$ cat config.mk
export PLATFORM = sky130hd
export DESIGN_NAME = ad_frame_packer
export DESIGN_NICKNAME = d
export VERILOG_FILES = /design/src/rtl/ad_pack_pkg.sv /design/src/rtl/ad_frame_fifo.sv /design/src/rtl/ad_frame_packer.sv
export SDC_FILE = /design/constraint.sdc
export NUM_CORES = 1
export LEC_CHECK = 0
export ABC_AREA = 1
export BUFFER_PORTS_ARGS = -buffer_cell sky130_fd_sc_hd__buf_2
export CAP_MARGIN = 20
export CORE_MARGIN = 4
export CORE_UTILIZATION = 60
export DETAILED_ROUTE_END_ITERATION = 8
export PLACE_DENSITY_LB_ADDON = 0.1
export SLEW_MARGIN = 20
export SYNTH_ARGS = -nofsm -noshare
export SYNTH_HDL_FRONTEND = slang
export SYNTH_SLANG_ARGS = --single-unit
$ cat constraint.sdc
create_clock -name clk -period 7.9 [get_ports clk]
set_input_delay 1.58 -clock clk [delete_from_list [all_inputs] [get_ports clk]]
set_output_delay 1.58 -clock clk [all_outputs]
set_load 0.01 [all_outputs]
$ cat src/rtl/ad_pack_pkg.sv
// Shared constants, FSM state type and data-word formatting for the ADC frame packer.
package ad_pack_pkg;

    localparam int FRAME_WORDS = 5;
    localparam int CH_NUM      = 4;
    localparam logic [5:0] DATA_TAG = 6'b110000;

    typedef enum logic [1:0] {
        IDLE    = 2'd0,
        COLLECT = 2'd1,
        TRAIL   = 2'd2,
        DISCARD = 2'd3
    } state_e;

    function automatic logic [31:0] make_data_word(input logic [1:0] ch, input logic [11:0] sample);
        return {DATA_TAG, ch, 12'h000, sample};
    endfunction

endpackage

$ cat src/rtl/ad_frame_fifo.sv
// Single-clock RAM FIFO with a speculative write pointer that is either committed
// (frame becomes visible) or rolled back; first-word-fall-through registered output.
module ad_frame_fifo #(
    parameter int AW = 5
) (
    input  logic          clk,
    input  logic          rst,
    input  logic          wr_en,
    input  logic [31:0]   wr_data,
    input  logic          commit,
    input  logic          rollback,
    input  logic          rd_en,
    output logic [AW:0]   free_cnt,
    output logic [31:0]   out_data,
    output logic          out_valid
);

    localparam int DEPTH = 1 << AW;
    localparam logic [AW:0] DEPTH_W = {1'b1, {AW{1'b0}}};

    logic [31:0] mem_q [DEPTH];

    logic [AW:0] spec_q, spec_d;
    logic [AW:0] commit_q, commit_d;
    logic [AW:0] rd_q, rd_d;
    logic [31:0] out_data_q, out_data_d;
    logic        out_valid_q, out_valid_d;
    logic [31:0] rd_word;
    logic        wr_fire;

    assign wr_fire  = wr_en & ~rollback;
    assign free_cnt = DEPTH_W - (spec_q - rd_q);
    assign out_data  = out_data_q;
    assign out_valid = out_valid_q;

    // Pointer updates and next output word; a word written this cycle at the next
    // read address is forwarded so a trailer can follow D3 without a bubble.
    always_comb begin
        spec_d      = spec_q;
        commit_d    = commit_q;
        rd_d        = rd_q;
        out_data_d  = out_data_q;
        out_valid_d = 1'b0;
        rd_word     = 32'h0000_0000;

        if (rollback) begin
            spec_d = commit_q;
        end else if (wr_en) begin
            spec_d = spec_q + {{AW{1'b0}}, 1'b1};
        end else begin
            spec_d = spec_q;
        end

        if (commit) begin
            commit_d = spec_d;
        end else begin
            commit_d = commit_q;
        end

        if (rd_en && out_valid_q) begin
            rd_d = rd_q + {{AW{1'b0}}, 1'b1};
        end else begin
            rd_d = rd_q;
        end

        if (wr_fire && (spec_q == rd_d)) begin
            rd_word = wr_data;
        end else begin
            rd_word = mem_q[rd_d[AW-1:0]];
        end

        out_valid_d = (commit_d != rd_d);
        if (out_valid_d) begin
            out_data_d = rd_word;
        end else begin
            out_data_d = out_data_q;
        end
    end

    // Storage array; no reset needed since pointers define what is valid.
    always_ff @(posedge clk) begin
        if (wr_fire) begin
            mem_q[spec_q[AW-1:0]] <= wr_data;
        end
    end

    // Pointer and output registers.
    always_ff @(posedge clk) begin
        if (rst) begin
            spec_q      <= '0;
            commit_q    <= '0;
            rd_q        <= '0;
            out_data_q  <= 32'h0000_0000;
            out_valid_q <= 1'b0;
        end else begin
            spec_q      <= spec_d;
            commit_q    <= commit_d;
            rd_q        <= rd_d;
            out_data_q  <= out_data_d;
            out_valid_q <= out_valid_d;
        end
    end

endmodule

$ cat src/rtl/ad_frame_packer.sv
// ADC burst-to-frame packer: tags 4 samples, appends a trailer and releases whole frames.
// Optional feature macro: CHECKSUM_EN (trailer carries a 16-bit sample sum).
module ad_frame_packer
    import ad_pack_pkg::*;
#(
    parameter int          FIFO_AW   = 5,
    parameter logic [15:0] SYNC_WORD = 16'hA55A
) (
    input  logic        clk,
    input  logic        rst,
    input  logic [31:0] in_data,
    input  logic        in_valid,
    output logic [31:0] out_data,
    output logic        out_valid,
    input  logic        out_ready,
    output logic        frame_err,
    output logic [15:0] drop_cnt
);

    localparam logic [FIFO_AW:0] FRAME_W = (FIFO_AW+1)'(FRAME_WORDS);

    state_e      state_q, state_d;
    logic [1:0]  ch_q, ch_d;
    logic [15:0] seq_q, seq_d;
    logic [15:0] frame_seq_q, frame_seq_d;
    logic [15:0] drop_q, drop_d;
    logic        err_q, err_d;
    logic        drop_inc;

    logic             fifo_wr;
    logic [31:0]      fifo_wdata;
    logic             fifo_commit;
    logic             fifo_rollback;
    logic [FIFO_AW:0] fifo_free;

    logic [11:0] sample;
    logic [31:0] trailer;
    logic        unused_bits;

    assign sample = in_data[11:0];

`ifdef CHECKSUM_EN
    logic [15:0] csum_q, csum_d;
    assign trailer     = {SYNC_WORD[15:8], frame_seq_q[7:0], csum_q};
    assign unused_bits = ^{in_data[31:12], frame_seq_q[15:8]};
`else
    assign trailer     = {SYNC_WORD, frame_seq_q};
    assign unused_bits = ^in_data[31:12];
`endif

    // Frame FSM: burst admission, speculative writes, trailer commit and error handling.
    always_comb begin
        state_d       = state_q;
        ch_d          = ch_q;
        seq_d         = seq_q;
        frame_seq_d   = frame_seq_q;
        err_d         = 1'b0;
        drop_inc      = 1'b0;
        fifo_wr       = 1'b0;
        fifo_wdata    = make_data_word(ch_q, sample);
        fifo_commit   = 1'b0;
        fifo_rollback = 1'b0;
`ifdef CHECKSUM_EN
        csum_d        = csum_q;
`endif

        case (state_q)
            IDLE: begin
                if (in_valid) begin
                    seq_d       = seq_q + 16'd1;
                    frame_seq_d = seq_q;
                    if (fifo_free >= FRAME_W) begin
                        fifo_wr = 1'b1;
                        ch_d    = ch_q + 2'd1;
`ifdef CHECKSUM_EN
                        csum_d  = {4'h0, sample};
`endif
                        state_d = COLLECT;
                    end else begin
                        drop_inc = 1'b1;
                        state_d  = DISCARD;
                    end
                end else begin
                    state_d = IDLE;
                end
            end
            COLLECT: begin
                if (in_valid) begin
                    fifo_wr = 1'b1;
                    ch_d    = ch_q + 2'd1;
`ifdef CHECKSUM_EN
                    csum_d  = csum_q + {4'h0, sample};
`endif
                    if (ch_q == 2'd3) begin
                        state_d = TRAIL;
                    end else begin
                        state_d = COLLECT;
                    end
                end else begin
                    fifo_rollback = 1'b1;
                    ch_d          = 2'd0;
                    err_d         = 1'b1;
                    drop_inc      = 1'b1;
                    state_d       = IDLE;
                end
            end
            TRAIL: begin
                fifo_wr     = 1'b1;
                fifo_wdata  = trailer;
                fifo_commit = 1'b1;
                // A fifth word means the burst overran; the frame is still good.
                if (in_valid) begin
                    err_d   = 1'b1;
                    state_d = DISCARD;
                end else begin
                    state_d = IDLE;
                end
            end
            DISCARD: begin
                if (!in_valid) begin
                    state_d = IDLE;
                end else begin
                    state_d = DISCARD;
                end
            end
            default: begin
                state_d = IDLE;
                ch_d    = 2'd0;
            end
        endcase

        if (drop_inc && (drop_q != 16'hFFFF)) begin
            drop_d = drop_q + 16'd1;
        end else begin
            drop_d = drop_q;
        end
    end

    // Control state registers.
    always_ff @(posedge clk) begin
        if (rst) begin
            state_q     <= IDLE;
            ch_q        <= 2'd0;
            seq_q       <= 16'h0000;
            frame_seq_q <= 16'h0000;
            drop_q      <= 16'h0000;
            err_q       <= 1'b0;
        end else begin
            state_q     <= state_d;
            ch_q        <= ch_d;
            seq_q       <= seq_d;
            frame_seq_q <= frame_seq_d;
            drop_q      <= drop_d;
            err_q       <= err_d;
        end
    end

`ifdef CHECKSUM_EN
    // Running sample sum for the trailer.
    always_ff @(posedge clk) begin
        if (rst) begin
            csum_q <= 16'h0000;
        end else begin
            csum_q <= csum_d;
        end
    end
`endif

    ad_frame_fifo #(
        .AW (FIFO_AW)
    ) u_fifo (
        .clk       (clk),
        .rst       (rst),
        .wr_en     (fifo_wr),
        .wr_data   (fifo_wdata),
        .commit    (fifo_commit),
        .rollback  (fifo_rollback),
        .rd_en     (out_ready),
        .free_cnt  (fifo_free),
        .out_data  (out_data),
        .out_valid (out_valid)
    );

    assign frame_err = err_q;
    assign drop_cnt  = drop_q;

endmodule
==> results.md <==
* Fmax at 0.200 GHz
* Worst slew pin tran at 1180 ps
* Cell with the most instances after synthesis: edfxtp_1
* Yosys warns at 0
* Port bufs at 59
* PwrDens at 292 nW/um2
* Final min period at 5010 ps
* Leakage at 0.0113 uW
* DP HPWL at 41000 um
* Post-CTS sizing at 0
* Largest net degree at the start of global routing at 242
* Post-synthesis simple-gate area fraction at 12.3%
* Worst slew margin at 21.5%
* DR vias at 20525
* Global-route wire length before repair at 118000 um
* #FFs+latches synth at 733
* Die area at 53800 um2
* Gr usage total at 28.8%
* Crit Path Max Fanout at 91
* Fin crit share at 63.4%
* Mapped Avg Cell Area at 11.8 um2
* CTS max path bufs at 3
* Inserted Clock Buffers at 74
* Top-level port count at 86
* Top-area cell type share of the netlist area at 63.8%
* Pwr Total at 9810 uW
* DRT iter0 DRCs at 2400
* Ys async rst share at 0%
* Synth Area in Adders at 0.773%
* Via density at 6.23
* Area after DPL at 31100 um2
* RSZ-0062 raised after global routing: no
* CORE AREA at 49300 um2
* Clk pin slew, worst setup/hold paths at 60 ps
* Critical Path RT at 8450 ps
* WS Path Type: input port to flip-flop
* DRC violations left at 0
* Initial core utilization at 61.1%
* Final setup margin at 2890 ps
* Seq/Total Area, Yosys at 70.0%
* Max cap viols at 0
* Largest area contributor in the netlist: edfxtp_1
* Synthesized area at 30100 um2
* Hold WS at 465 ps
* GRT overflow at 0
* Dominant synthesized flop cell: edfxtp_1
* DP Worst Slack at 2450 ps
* Filler instances at 3568
* Combinational family with the most area after synthesis: compound AO/OA/AOI/OAI gates
* Clk_lat worst skew at 610 ps
* # rows at 81
* Synthesis-to-finish area growth at 11.4%
* Antenna-violating nets left at 0
* Top post-synthesis cells by count: edfxtp_1, nor2_1, o21ai_0, nand2_1, nand3_1
* Maximum vdd drop at 0.000193 V
* Die X at 232 um
* CP peak stage delay at 1010 ps
* Post-CTS setup buffers at 0
* Clock Tree Root: clkbuf_16
* CP endpoint kind: flip-flop
* Pre-Repair DR Iteration Count at 5
* Synth top area cells: edfxtp_1, o21ai_0, dfxtp_1, nor2_1, o221ai_1
* Cell Chain, Critical Path: buf_2, nand2_2, o21ai_4, buf_4, buf_4, o21ai_0, o221ai_1, o21ai_0, nand2_1, nand3_1, a31oi_1, nor2_1, nor2_1
* Final hold vios at 0
* Critical path's slowest cell: buf_4
* CTS Sinks at 733
* Post-route cell area at 33500 um2
* # hold bufs at CTS at 0
* H-tree levels at 3
* CTS tree: built
* Status: finished, final reports clean
* Layout cells sized above 1 at 12.5%
* Nets at 2625
* Hold WC Path Type: flip-flop to flip-flop
* Setup Skew at 25.5 ps
* Final Setup Violations at 0
* Post-synth EDFFs at 640
* Vias in the first global route at 20235
* Synth cell types at 46
* CP Launch Type: input port
* Setup TNS at 0 ps
* CP Data Arrival Time at 5560 ps
* Count of pins over their slew limit at 0
* Vert. Die Dim at 232 um
* XOR/XNOR Fraction of Synth Area at 0.403%
* Compound-gate portion of the synthesized area at 12.5%
* GPL Wtd Cong at 0.821
* Cell count after synthesis at 2550
* Post-synthesis mux area share at 0%
* Initial antenna violation count at 0
* Post-DR wirelength/cell at 23.7 um
* Total wire length at 78000 um
[registers in the layout, summed over array words and instances, names as in the netlist, 2 cells and up]
signal,count
u_fifo.commit_q,6
drop_cnt,16
u_fifo.spec_q,6
u_fifo.out_data,21
ch_q,2
u_fifo.rd_q,6
state_q,2
u_fifo.mem_q,640
seq_q,16
frame_seq_q,16
[per-stage QoR]
step / instances / util, %
2_1_floorplan: 2555 / -
3_3_place_gp: 3158 / 63.1
3_5_place_dp: 3158 / 63.1
4_1_cts: 3292 / 68.0
5_1_grt: 3293 / 68.1
6_report: 3294 / 68.1
[layout by cell type, fill, tap and decap left out, types with 3 or more instances in the layout]
cell         n
nand2_4      3
or2_2        6
clkinv_2    13
buf_4       51
dfxtp_1     93
buf_2       59
inv_2        9
o211ai_1    30
nor3_2       4
inv_1      100
o21ai_1      4
nand2_1    173
o22ai_1     50
nor2_2      35
o221ai_1   108
nand4_1      6
nor2_1     431
conb_1       6
nor2_4       7
bufinv_16    9
nand3_1    137
a21o_1       3
ha_1        17
a21oi_1     43
xor2_1      10
inv_6        3
a31oi_1      4
nor3_1      11
edfxtp_1   640
o21ai_0    391
nand3_2     13
clkinv_1    16
clkbuf_1    16
nand2_2     22
clkbuf_16   77
and2_1       3
[layer usage]
metal  global-route usage [%]  routed length [um]  vias up
met5                        0                   0        -
met4                     9.04                1580        0
met3                     5.75                7570      120
met2                     47.5               37700     1017
met1                     39.3               31200    10105
li1                         -                   -     9283
[final timing paths]
| check | from | cells past startpoint | endpoint | slack [ps] |
|---|---|---|---|---|
| min | frame_seq_q[14] | 2 | frame_seq_q[14] | 460 |
| max reg2reg | u_fifo.rd_q[0] | 13 | u_fifo.out_data[30] | 3410 |
| min reg2reg | frame_seq_q[14] | 2 | frame_seq_q[14] | 460 |
| max | out_ready | 13 | u_fifo.out_data[30] | 2890 |
[kinds of logic after synthesis]
| logic type | after synthesis |
|---|---|
| flip-flops | 733 |
| AO/OA/AOI/OAI | 639 |
| AND/OR/NAND/NOR | 858 |
| buffers and inverters | 288 |
| XOR/XNOR | 13 |
| adder cells (fa/ha/maj) | 18 |
| other | 1 |
[worst max-delay path: cells and delay by family]
family | cells | cell delay [ps]
simple gates | 5 | 580
compound gates | 5 | 1590
buf+inv | 3 | 1700
[power by group]
part	leakage, uW	internal, uW	switching (uW)
clock	0.00119	2100	1430
sequential	0.00652	4450	69.7
combinational	0.00356	464	1300
total	0.0113	7010	2800
[area by class of cell]
| cell class | instances | area, um2 | share of cell area, % |
|---|---|---|---|
| multi-input cells | 1534 | 8010 | 23.9 |
| clock buffers | 95 | 2010 | 6.01 |
| inverters | 115 | 445 | 1.33 |
| repair buffers | 113 | 746 | 2.22 |
| clock inverters | 39 | 417 | 1.24 |
| well taps | 664 | 831 | 2.48 |
| flip-flops and latches | 733 | 21100 | 62.8 |
| diodes | 1 | 2.50 | 0.00746 |
Note: power is estimated with default switching activity, not from simulation.
